File: config.mk
export PLATFORM = sky130hd
export DESIGN_NAME = mult_share_arbiter
export DESIGN_NICKNAME = d
export VERILOG_FILES = /design/src/rtl/mult_share_arbiter.sv
export SDC_FILE = /design/constraint.sdc
export NUM_CORES = 1
export LEC_CHECK = 0
export ABC_CLOCK_PERIOD_IN_PS = 3500
export CORE_AREA = 2 2 183 185
export CTS_CLUSTER_SIZE = 20
export DETAILED_ROUTE_END_ITERATION = 6
export DIE_AREA = 0 0 185 187
export DONT_BUFFER_PORTS = 1
export HOLD_SLACK_MARGIN = 0.05
export MAX_ROUTING_LAYER = met4
export PLACE_DENSITY = 0.48
export SYNTH_ARGS = -nofsm -noshare
export SYNTH_HDL_FRONTEND = slang
export SYNTH_SLANG_ARGS = --single-unit
File: constraint.sdc
create_clock -name clk -period 3.5 [get_ports clk]
set_input_delay 0.7 -clock clk [delete_from_list [all_inputs] [get_ports clk]]
set_output_delay 0.7 -clock clk [all_outputs]
set_load 0.02 [all_outputs]
File: src/rtl/mult_share_arbiter.sv
// Round-robin arbiter sharing one sequential multiplier between NREQ requesters.
// Issues a one-cycle start, blanks a possibly stale done, and times out to an error response.
module mult_share_arbiter #(
   parameter int NREQ    = 4,
   parameter int WIDTH   = 32,
   parameter int TIMEOUT = 100
) (
   input  logic                    clk,
   input  logic                    rst,
   input  logic [NREQ-1:0]         req_valid,
   output logic [NREQ-1:0]         req_ready,
   input  logic [NREQ*WIDTH-1:0]   req_a,
   input  logic [NREQ*WIDTH-1:0]   req_b,
   output logic [NREQ-1:0]         rsp_valid,
   input  logic [NREQ-1:0]         rsp_ready,
   output logic [2*WIDTH-1:0]      rsp_product,
   output logic                    rsp_err,
   output logic                    busy,
   output logic                    mult_start,
   output logic [WIDTH-1:0]        mult_a,
   output logic [WIDTH-1:0]        mult_b,
   input  logic [2*WIDTH-1:0]      mult_product,
   input  logic                    mult_done,
   input  logic                    mult_active
);

   localparam int IDXW = (NREQ > 1) ? $clog2(NREQ) : 1;
   localparam int SUMW = IDXW + 1;
   localparam int CNTW = $clog2(TIMEOUT + 1);

   typedef enum logic [2:0] {
      S_IDLE  = 3'd0,
      S_ISSUE = 3'd1,
      S_BLANK = 3'd2,
      S_WAIT  = 3'd3,
      S_RESP  = 3'd4
   } state_t;

   state_t            r_state;
   state_t            w_next;
   logic [IDXW-1:0]   r_last;
   logic [IDXW-1:0]   r_grant;
   logic [IDXW-1:0]   w_win;
   logic [IDXW-1:0]   w_idx;
   logic [SUMW-1:0]   w_sum;
   logic              w_any;
   logic              w_accept;
   logic              w_done_hit;
   logic              w_timeout;
   logic [CNTW-1:0]   r_cnt;
   logic [NREQ-1:0]   w_req_ready;
   logic [NREQ-1:0]   w_grant_oh;
   logic [NREQ-1:0]   r_rsp_valid;
   logic [2*WIDTH-1:0] r_rsp_product;
   logic              r_rsp_err;
   logic              r_busy;
   logic              r_mult_start;
   logic [WIDTH-1:0]  r_mult_a;
   logic [WIDTH-1:0]  r_mult_b;
   logic [WIDTH-1:0]  w_a_arr [NREQ];
   logic [WIDTH-1:0]  w_b_arr [NREQ];
   logic              w_unused;

   for (genvar g = 0; g < NREQ; g++) begin : g_slice
      assign w_a_arr[g] = req_a[g*WIDTH +: WIDTH];
      assign w_b_arr[g] = req_b[g*WIDTH +: WIDTH];
   end

   // Multiplier activity is status only; it never steers the FSM.
   assign w_unused = mult_active;

   // First valid requester searching upward from last+1 with wrap.
   always_comb begin
      w_win = r_last;
      w_any = 1'b0;
      w_sum = '0;
      w_idx = '0;
      for (int k = 1; k <= NREQ; k++) begin
         w_sum = {1'b0, r_last} + SUMW'(k);
         w_sum = (w_sum >= SUMW'(NREQ)) ? (w_sum - SUMW'(NREQ)) : w_sum;
         w_idx = w_sum[IDXW-1:0];
         w_win = (!w_any && req_valid[w_idx]) ? w_idx : w_win;
         w_any = w_any | req_valid[w_idx];
      end
   end

   // Accept strobe, one-hot ready, and status decodes.
   always_comb begin
      w_req_ready = '0;
      w_accept    = (r_state == S_IDLE) && w_any && !rst;
      if (w_accept) begin
         w_req_ready[w_win] = 1'b1;
      end else begin
         w_req_ready = '0;
      end
      w_grant_oh = {{(NREQ-1){1'b0}}, 1'b1} << r_grant;
      w_done_hit = (r_state == S_WAIT) && mult_done;
      w_timeout  = (r_state == S_WAIT) && !mult_done && (r_cnt == CNTW'(TIMEOUT - 1));
   end

   // Next-state logic; done is only honoured in WAIT.
   always_comb begin
      w_next = r_state;
      case (r_state)
         S_IDLE:  w_next = w_accept ? S_ISSUE : S_IDLE;
         S_ISSUE: w_next = S_BLANK;
         S_BLANK: w_next = S_WAIT;
         S_WAIT:  w_next = (w_done_hit || w_timeout) ? S_RESP : S_WAIT;
         S_RESP:  w_next = rsp_ready[r_grant] ? S_IDLE : S_RESP;
         default: w_next = S_IDLE;
      endcase
   end

   // State, pointer, operand latch, timeout counter and registered outputs.
   always_ff @(posedge clk) begin
      if (rst) begin
         r_state       <= S_IDLE;
         r_last        <= IDXW'(NREQ - 1);
         r_grant       <= '0;
         r_cnt         <= '0;
         r_rsp_valid   <= '0;
         r_rsp_product <= '0;
         r_rsp_err     <= 1'b0;
         r_busy        <= 1'b0;
         r_mult_start  <= 1'b0;
         r_mult_a      <= '0;
         r_mult_b      <= '0;
      end else begin
         r_state      <= w_next;
         r_mult_start <= (w_next == S_ISSUE);
         r_busy       <= (w_next != S_IDLE);
         r_rsp_valid  <= (w_next == S_RESP) ? w_grant_oh : '0;
         r_cnt        <= ((r_state == S_BLANK) || (r_state == S_WAIT)) ? (r_cnt + CNTW'(1)) : '0;
         if (w_accept) begin
            r_mult_a <= w_a_arr[w_win];
            r_mult_b <= w_b_arr[w_win];
            r_grant  <= w_win;
            r_last   <= w_win;
         end
         // Done beats a timeout expiring in the same cycle.
         if (w_done_hit) begin
            r_rsp_product <= mult_product;
            r_rsp_err     <= 1'b0;
         end else if (w_timeout) begin
            r_rsp_product <= '0;
            r_rsp_err     <= 1'b1;
         end
      end
   end

   assign req_ready   = w_req_ready;
   assign rsp_valid   = r_rsp_valid;
   assign rsp_product = r_rsp_product;
   assign rsp_err     = r_rsp_err;
   assign busy        = r_busy;
   assign mult_start  = r_mult_start;
   assign mult_a      = r_mult_a;
   assign mult_b      = r_mult_b;

endmodule

Yosys cells after proc, flatten, opt, wreduce, memory -nomap -nowiden
Index checks and enable logic that the tools add are counted.

word-level totals
  bits in registers = 149
  input bits = 332
  output and inout bits = 139

operators by class
  $add $sub $neg = 9
  magnitude comparators = 12
  eq/ne operators = 7
  shift-type cells = 1
  mux-type cells = 33
  bitwise gates (word level) = 6
  reductions and logical operators = 22

operators with widths
  kind                                                      number
  binary-select mux 32 bit (select 2 bit)                   2
  two-way mux 32 bit                                        4
  two-way mux 64 bit                                        2
  < comparator 2 x 3 -> 1 bit, second input constant        6
  two-way mux 2 bit                                         8
  greater-or-equal comparator 3 bit, second input constant  5
  one-hot mux 3 bit (5 select lines)                        1
  binary-select mux 1 bit (select 2 bit)                    5
  logical AND 1 bit                                         9
  subtractor 2 x 1 -> 2 bit, second input constant          4
  adder 7 x 1 -> 7 bit, second input constant               1
  == test 7 bit, second input constant                      1
  two-way mux 1 bit                                         7
  adder 2 x 2 -> 3 bit, second input constant               2
  == test 3 x 1 -> 1 bit, second input constant             2
  == test 3 x 2 -> 1 bit, second input constant             2
  == test 3 bit, second input constant                      2
  two-way mux 3 bit                                         2
  OR reduction 2 bit                                        3
  zero test 1 bit                                           5
  two-way mux 4 bit                                         1
  left shift 1 x 2 -> 4 bit, first input constant           1
  adder 2 x 1 -> 3 bit, second input constant               1
  adder 2 x 3 -> 3 bit, second input constant               1
  other kinds (9)                                           13

Depth between registers and ports, before layout
Gate-level depths: netlist (run 1).

  word-level depth = 15
  depth in mapped cells = 8
  mapped depth without buffers = 6

Least setup slack after synthesis (run 1)
No wires, ideal clock.

  path kind = input port to output port
  start = input req_valid[3]
  end = output req_ready[0]
  arrival = 2.002 ns
  slack = 0.798 ns
  stages on the path = 6
  cell sequence = nor2b_1 > o21ai_1 > buf_2 > buf_2 > nand3_1 > nor3_1

between the ends
  word-level cells in the longest chain between the ends = 12
  elaborated cells on any way between the ends = 29

ends and longest elaborated chain
  what                                                                                                             RTL line  text
  start, declared                                                                                                  10        input logic [NREQ-1:0] req_valid,
  binary-select mux 1 bit (select 2 bit)                                                                           82, 83
  two-way mux 1 bit (not written as such)                                                                          82, 83
  zero test 1 bit or bitwise OR 1 bit (tied branches)                                                              82, 83
  logical AND 1 bit (tied with other cells)                                                                        82        w_win = (!w_any && req_valid[w_idx]) ? w_idx : w_win;
  two-way mux 2 bit (tied with other cells)                                                                        82
  two-way mux 2 bit or logical AND 1 bit (tied branches)                                                           82
  two-way mux 2 bit                                                                                                82
  < comparator 2 x 3 -> 1 bit (not written as such) or greater-or-equal comparator 2 x 1 -> 1 bit (tied branches)  92        w_req_ready[w_win] = 1'b1;
  logical AND 1 bit (not written as such)                                                                          92
  two-way mux 1 bit (not written as such)                                                                          92
  demux 1 bit (select 2 bit)                                                                                       92
  two-way mux 4 bit (*)                                                                                            91        if (w_accept) begin
  end, declared                                                                                                    11        output logic [NREQ-1:0] req_ready,

Every way passes the cells marked *; elsewhere a longest branch is shown, timed or not. The select of a mux whose other input is x is not followed.

Final worst setup path (run 1)
  start = register r_last[0]
  end = output req_ready[1]

between the ends
  word-level cells in the longest chain between the ends = 15
  elaborated cells on any way between the ends = 45

ends and longest elaborated chain
  what                                                                                                             RTL line  text
  start, declared                                                                                                  41        logic [IDXW-1:0] r_last;
  start signal, assigned                                                                                           118       r_last <= IDXW'(NREQ - 1);
  start signal, assigned                                                                                           138       r_last <= w_win;
  adder 2 x 1 -> 3 bit or adder 2 x 2 -> 3 bit (tied branches)                                                     79        w_sum = {1'b0, r_last} + SUMW'(k);
  greater-or-equal comparator 3 bit or subtractor 2 x 1 -> 2 bit (tied branches)                                   80        w_sum = (w_sum >= SUMW'(NREQ)) ? (w_sum - SUMW'(NREQ)) : w_sum;
  two-way mux 2 bit                                                                                                80
  binary-select mux 1 bit (select 2 bit)                                                                           82, 83
  two-way mux 1 bit (not written as such)                                                                          82, 83
  zero test 1 bit or bitwise OR 1 bit (tied branches)                                                              82, 83
  logical AND 1 bit (tied with other cells)                                                                        82
  two-way mux 2 bit (tied with other cells)                                                                        82
  two-way mux 2 bit or logical AND 1 bit (tied branches)                                                           82
  two-way mux 2 bit                                                                                                82
  < comparator 2 x 3 -> 1 bit (not written as such) or greater-or-equal comparator 2 x 1 -> 1 bit (tied branches)  92
  logical AND 1 bit (not written as such)                                                                          92
  two-way mux 1 bit (not written as such)                                                                          92
  demux 1 bit (select 2 bit)                                                                                       92
  two-way mux 4 bit (*)                                                                                            91

Marked as above.

==> results of run 1 <==
-- cell families after synthesis --
logic type	share of synthesized area
XOR/XNOR	0.00350
flip-flops	0.398
multiplexers	0.0896
adder cells (fa/ha/maj)	0.00167
AND/OR/NAND/NOR	0.157
buffers and inverters	0.0672
AO/OA/AOI/OAI	0.284
-- path summary, 6_finish.rpt --
| kind | start | endpoint | slack (ps) | cells after the start |
|---|---|---|---|---|
| setup / recovery | r_last[0]$_SDFFE_PP1P_ | req_ready[1] | 620 | 5 |
| hold / removal | rst | rsp_product[58]$_SDFFE_PP0P_ | 350 | 1 |
| setup reg to reg | r_cnt[0]$_SDFF_PP0_ | rsp_product[40]$_SDFFE_PP0P_ | 880 | 7 |
| hold reg to reg | r_grant[1]$_SDFFE_PP0P_ | r_grant[1]$_SDFFE_PP0P_ | 460 | 2 |
-- metal layers --
layer	vias up	track usage	wire length, µm
li1	3120	-	-
met1	3359	0.223	13000
met2	358	0.264	14000
met3	28	0.0347	2140
met4	0	0.0452	429
met5	-	-	0
-- state kept, by name (all words and copies together) (netlist names) --
| signal | flops |
|---|---|
| mult_b | 32 |
| r_state | 3 |
| mult_a | 32 |
| busy | 1 |
| rsp_product | 64 |
| mult_start | 1 |
| r_grant | 2 |
| rsp_err | 1 |
| r_last | 2 |
| rsp_valid | 4 |
| r_cnt | 7 |
-- area by class of cell --
cell class                      instances  area (µm²)
Tap cell                              448         561
Multi-Input combinational cell        595        4090
Sequential cell                       149        2980
Clock inverter                         14         138
Timing Repair Buffer                   22         215
Fill cell                            3573       24400
Inverter                                4        15.0
Clock buffer                           18         429
-- metrics by stage --
step / setup WS (ps) / util / total power, mW / cell area (µm²)
6_report: 619 / 0.256 / 5.16 / 8430
5_1_grt: 428 / 0.256 / 5.42 / 8430
4_1_cts: 532 / 0.256 / 5.24 / 8430
3_5_place_dp: 665 / 0.239 / 3.40 / 7860
3_3_place_gp: 677 / 0.239 / 3.39 / 7860
2_1_floorplan: 798 / - / 3.07 / 7500
-- cells in the mapped netlist (all sizes together), types with 2 or more instances --
| cell | number | share of area |
|---|---|---|
| o31ai | 64 | 0.064 |
| nor2b | 2 | 0.0017 |
| inv | 4 | 0.0020 |
| nand2 | 72 | 0.036 |
| a21o | 2 | 0.0020 |
| nand2b | 4 | 0.0033 |
| xor2 | 2 | 0.0023 |
| o211ai | 64 | 0.064 |
| a211o | 64 | 0.075 |
| mux2i | 66 | 0.088 |
| nand3 | 6 | 0.0047 |
| a22oi | 64 | 0.064 |
| nor4 | 4 | 0.0033 |
| and2 | 3 | 0.0025 |
| nor2 | 78 | 0.039 |
| clkbuf | 46 | 0.023 |
| nand4 | 64 | 0.053 |
| buf | 53 | 0.042 |
| and3 | 3 | 0.0025 |
| dfxtp | 149 | 0.40 |
| o21ai | 7 | 0.0052 |
| nor3 | 5 | 0.0040 |
| or3 | 2 | 0.0017 |
| a21oi | 7 | 0.0047 |
-- critical path, cell delays in order (launching register included) --
cell     delay, ps
dfxtp_1        430
nor2b_1        130
o21a_2         270
nor3_4         590
nor3_1         140
buf_4          190
-- power breakdown --
part | switching, mW | internal, mW
sequential | 0.387 | 1.89
combinational | 0.681 | 0.397
clock | 0.861 | 0.946
==> impl_metrics.toml, run 1 <==
[power_and_ir_drop]
power_density_mw_per_mm2 = 613
leakage_nw = 3.02
irDropWorstVdd_v = 0.000299

[global_routing]
grt_pass1_vias = 6638
grt_usage = 0.169
grt_overflow = 0
grt_max_degree = 77
antenna_found_initial = 0
grt_pass1_wl_um = 43200

[drt]
avgRoutedWirePerCell_um = 23.7
drtPass1Iterations = 6
drt-total-wl_um = 29600
drt-initial-drc-count = 513
antenna_left = 0
vias = 6865
vias_per_cell = 5.49
drc = 0

[floorplan]
initial_utilization = 0.228
die_area_mm2 = 0.0346
die_height_um = 187
core_mm2 = 0.0329
die_w_um = 185
num_io_pins = 471
rows = 67

[placement]
dp_hpwl_um = 20600
gp_congestion = 0.783
io_buffers = 0
place_inst = 1218

[critical_path]
crit_arrival_ps = 2180
path_max_fanout = 9
end_kind = "output pin"
cp.required_ps = 2800
crit_type = "flip-flop to output pin"
startpoint_type = "flip-flop"

[clocking]
clk_path_buf_depth = 2
hold_buffers = 0
path_clk_slew_ps = 70
cts_resized = 0
numCtsBuffers = 17
cts_setup_buffers = 0
cts_tree = "yes"
cts_root_buf = "clkbuf_16"
clkSinkCount = 149
htreeDepth = 4
clk_latency_ps = 430

[final_layout]
antennaDiodeCount = 0
drive_above_1_share = 0.0873
nets = 1122
final_common_cell = "dfxtp_1"
synthToLayoutAreaGrowth_pct = 12.3
final_cells = 1250
final_cell_mix = "149 x dfxtp_1, 77 x nor2_1, 70 x nand2_1, 66 x mux2i_1"

[outcome]
outcome = "completed"

[logic_synthesis]
synth_fp_nets = 1180
synthDistinctLibCells = 45
synth_edf_count = 0
syn_avg_cell_area_um2 = 8.86
ys_ff_latch = 149
netlist_area_mm2 = 0.00750
syn_inst = 847
synth-seq-area-share = 0.398
async_flop_share = 0
yosys_warnings = 0
synth_flop_cell = "dfxtp_1"

[sta]
finalCriticalPeriod_ps = 2880
finalHoldViolCount = 0
worst_slew_pin_slew_ps = 1220
setup_viol = 0
finalMaxSlewViolations = 0
fin_worst_skew_ps = 11.3
max_freq_mhz = 347
whs_ps = 347
rsz0062_at_grt = "false"
finalCritPeriodShare = 0.823
max_slew_margin = 0.184
finalSetupTns_ps = 0

[min_path]
worstHoldPathType = "primary input to flip-flop"

[run]
cap_violations = 0
Power figures use the tool's default switching activity.
==> run 2, diff against run 1 <==
ABC_CLOCK_PERIOD_IN_PS = 2800   (was 3500)
clock period = 2.8 ns   (was 3.5 ns; I/O delays follow)
==> run 2 against run 1 <==
Compared with the run above:
- non-clock buffer count up 6
- final cell count grew 0.48%
- flip-flop and latch count is the same
- largest cell class unchanged
- count of clock-buffer cells in the layout increased by 1
- design area grew 1.4%
- sequential share of layout area down 0.47 points
- clock power grew 36%
- wire length up 1.1%
- first-iteration DRC count shrank 4.9%
- sequential power grew 25%
==> impl_metrics.toml, run 2 (same netlist as run 1, synthesis figures left out) <==
[power_and_ir_drop]
leakage_nw = 3.07
irDropWorstVdd_v = 0.000404
power_density_mw_per_mm2 = 782

[sta]
worst_slew_pin_slew_ps = 709
finalSetupTns_ps = 0
fin_ws_ps = 187
finalCriticalPeriod_ps = 2610
finalCritPeriodShare = 0.933
fin_worst_skew_ps = 16.7
max_freq_mhz = 383
setup_viol = 0
finalMaxSlewViolations = 0
finalHoldViolCount = 0
rsz0062_at_grt = "false"
max_slew_margin = 0.527

[critical_path]
cp.required_ps = 2240
r2r-start = "r_cnt[0]$_SDFF_PP0_"
crit_type = "flip-flop to output pin"
startpoint_type = "flip-flop"
reg2reg_slack_ps = 630
crit_arrival_ps = 2050
path_max_fanout = 24
end_kind = "output pin"
reg2reg_to = "rsp_valid[1]$_SDFF_PP0_"
reg2reg_depth = 7

[clocking]
htreeDepth = 4
clk_path_buf_depth = 2
clkSinkCount = 149
numCtsBuffers = 17
cts_root_buf = "clkbuf_16"
path_clk_slew_ps = 80
clk_latency_ps = 440
cts_tree = "yes"

[drt]
vias_per_cell = 5.48
drc = 0
drt-initial-drc-count = 488
drtPass1Iterations = 5
antenna_left = 0
drt-total-wl_um = 29900
avgRoutedWirePerCell_um = 23.8
vias = 6878

[run]
cap_violations = 0

[floorplan]
die_w_um = 185
initial_utilization = 0.228
core_mm2 = 0.0329
die_area_mm2 = 0.0346
rows = 67
die_height_um = 187
num_io_pins = 471

[global_routing]
antenna_found_initial = 0
grt_usage = 0.168
grt_max_degree = 77
grt_overflow = 0
grt_pass1_vias = 6376
grt_pass1_wl_um = 42400

[final_layout]
final_common_cell = "dfxtp_1"
synthToLayoutAreaGrowth_pct = 13.9
stdcell_area_mm2 = 0.00854
largest_reg_flops = 64
final_cell_mix = "148 x dfxtp_1, 77 x nor2_1, 70 x nand2_1, 66 x mux2i_1"
nets = 1128
final.fill_count = 3589
drive_above_1_share = 0.0978
antennaDiodeCount = 0

[min_path]
worst_hold_path.endpoint = "rsp_product[48]$_SDFFE_PP0P_"
worstHoldPathType = "primary input to flip-flop"
hp-start = "rst"
hold_depth = 1

[placement]
io_buffers = 0
dp_hpwl_um = 20800
place_ws_ps = 350
gp_congestion = 0.807
placed_area_mm2 = 0.00790

[outcome]
outcome = "completed"
-- run 2: cell types whose count changed in the layout (fill, tap and decap cells not counted), moves of 2 or more --
cell / before / now
buf_4: 18 / 22
bufinv_16: 0 / 2
clkbuf_8: 0 / 2
clkinv_4: 4 / 2
inv_6: 2 / 4
inv_8: 5 / 3
-- run 2: worst max-delay path by stage --
stage / start / endpoint / slack [ps] / cells after the start
2_1_floorplan: req_valid[3] / req_ready[0] / 380 / 6
5_1_grt: r_last[0]$_SDFFE_PP1P_ / req_ready[2] / 40 / 6
6_report: r_last[0]$_SDFFE_PP1P_ / req_ready[1] / 190 / 6
3_5_place_dp: req_valid[3] / req_ready[1] / 350 / 6
3_3_place_gp: req_valid[3] / req_ready[1] / 380 / 6
4_1_cts: r_last[0]$_SDFFE_PP1P_ / req_ready[1] / 40 / 6
-- run 2: per-stage QoR --
stage / hold WS [ps] / instances / power (mW) / utilization
6_report: 186 / 1256 / 6.68 / 0.260
5_1_grt: 150 / 1256 / 7.01 / 0.260
4_1_cts: 139 / 1254 / 6.75 / 0.259
3_5_place_dp: 452 / 1222 / 4.23 / 0.240
3_3_place_gp: 445 / 1222 / 4.22 / 0.240
2_1_floorplan: 430 / 847 / 3.84 / -
-- run 2: what timing repair did --
action | CTS | global route
gates resized for setup | 0 | 3
hold endpoints to repair | 0 | 0
hold buffers | 0 | 0
buffers inserted | 0 | 1
setup endpoints to repair | 0 | 1
-- run 2: worst max-delay path, stage by stage, from the launching register on --
cell,delay [ps]
dfxtp_1,370
nor2b_2,250
o21a_2,240
nor3_4,70
clkbuf_16,200
nor3_1,270
buf_4,190
-- run 2: area by class of cell --
cell class | instances | area [µm²] | area share
multi-input cells | 595 | 4090 | 0.479
clock buffers | 19 | 453 | 0.0530
well taps | 448 | 561 | 0.0656
inverters | 4 | 15.0 | 0.00176
clock inverters | 13 | 161 | 0.0189
flip-flops and latches | 149 | 2980 | 0.349
repair buffers | 28 | 282 | 0.0329
-- run 2: power breakdown --
group | internal, mW | switching (mW) | total, mW
sequential | 2.37 | 0.479 | 2.84
combinational | 0.514 | 0.866 | 1.38
clock | 1.39 | 1.07 | 2.46
total | 4.27 | 2.41 | 6.68
-- run 2: layer usage --
layer | part of all wire | vias to the layer above | wire, µm | track usage
met4 | 0.016 | 0 | 471 | 0.0467
met3 | 0.069 | 32 | 2080 | 0.0411
li1 | - | 3140 | - | -
met1 | 0.44 | 3364 | 13300 | 0.220
met2 | 0.47 | 342 | 14100 | 0.257
met5 | 0 | - | 0 | -
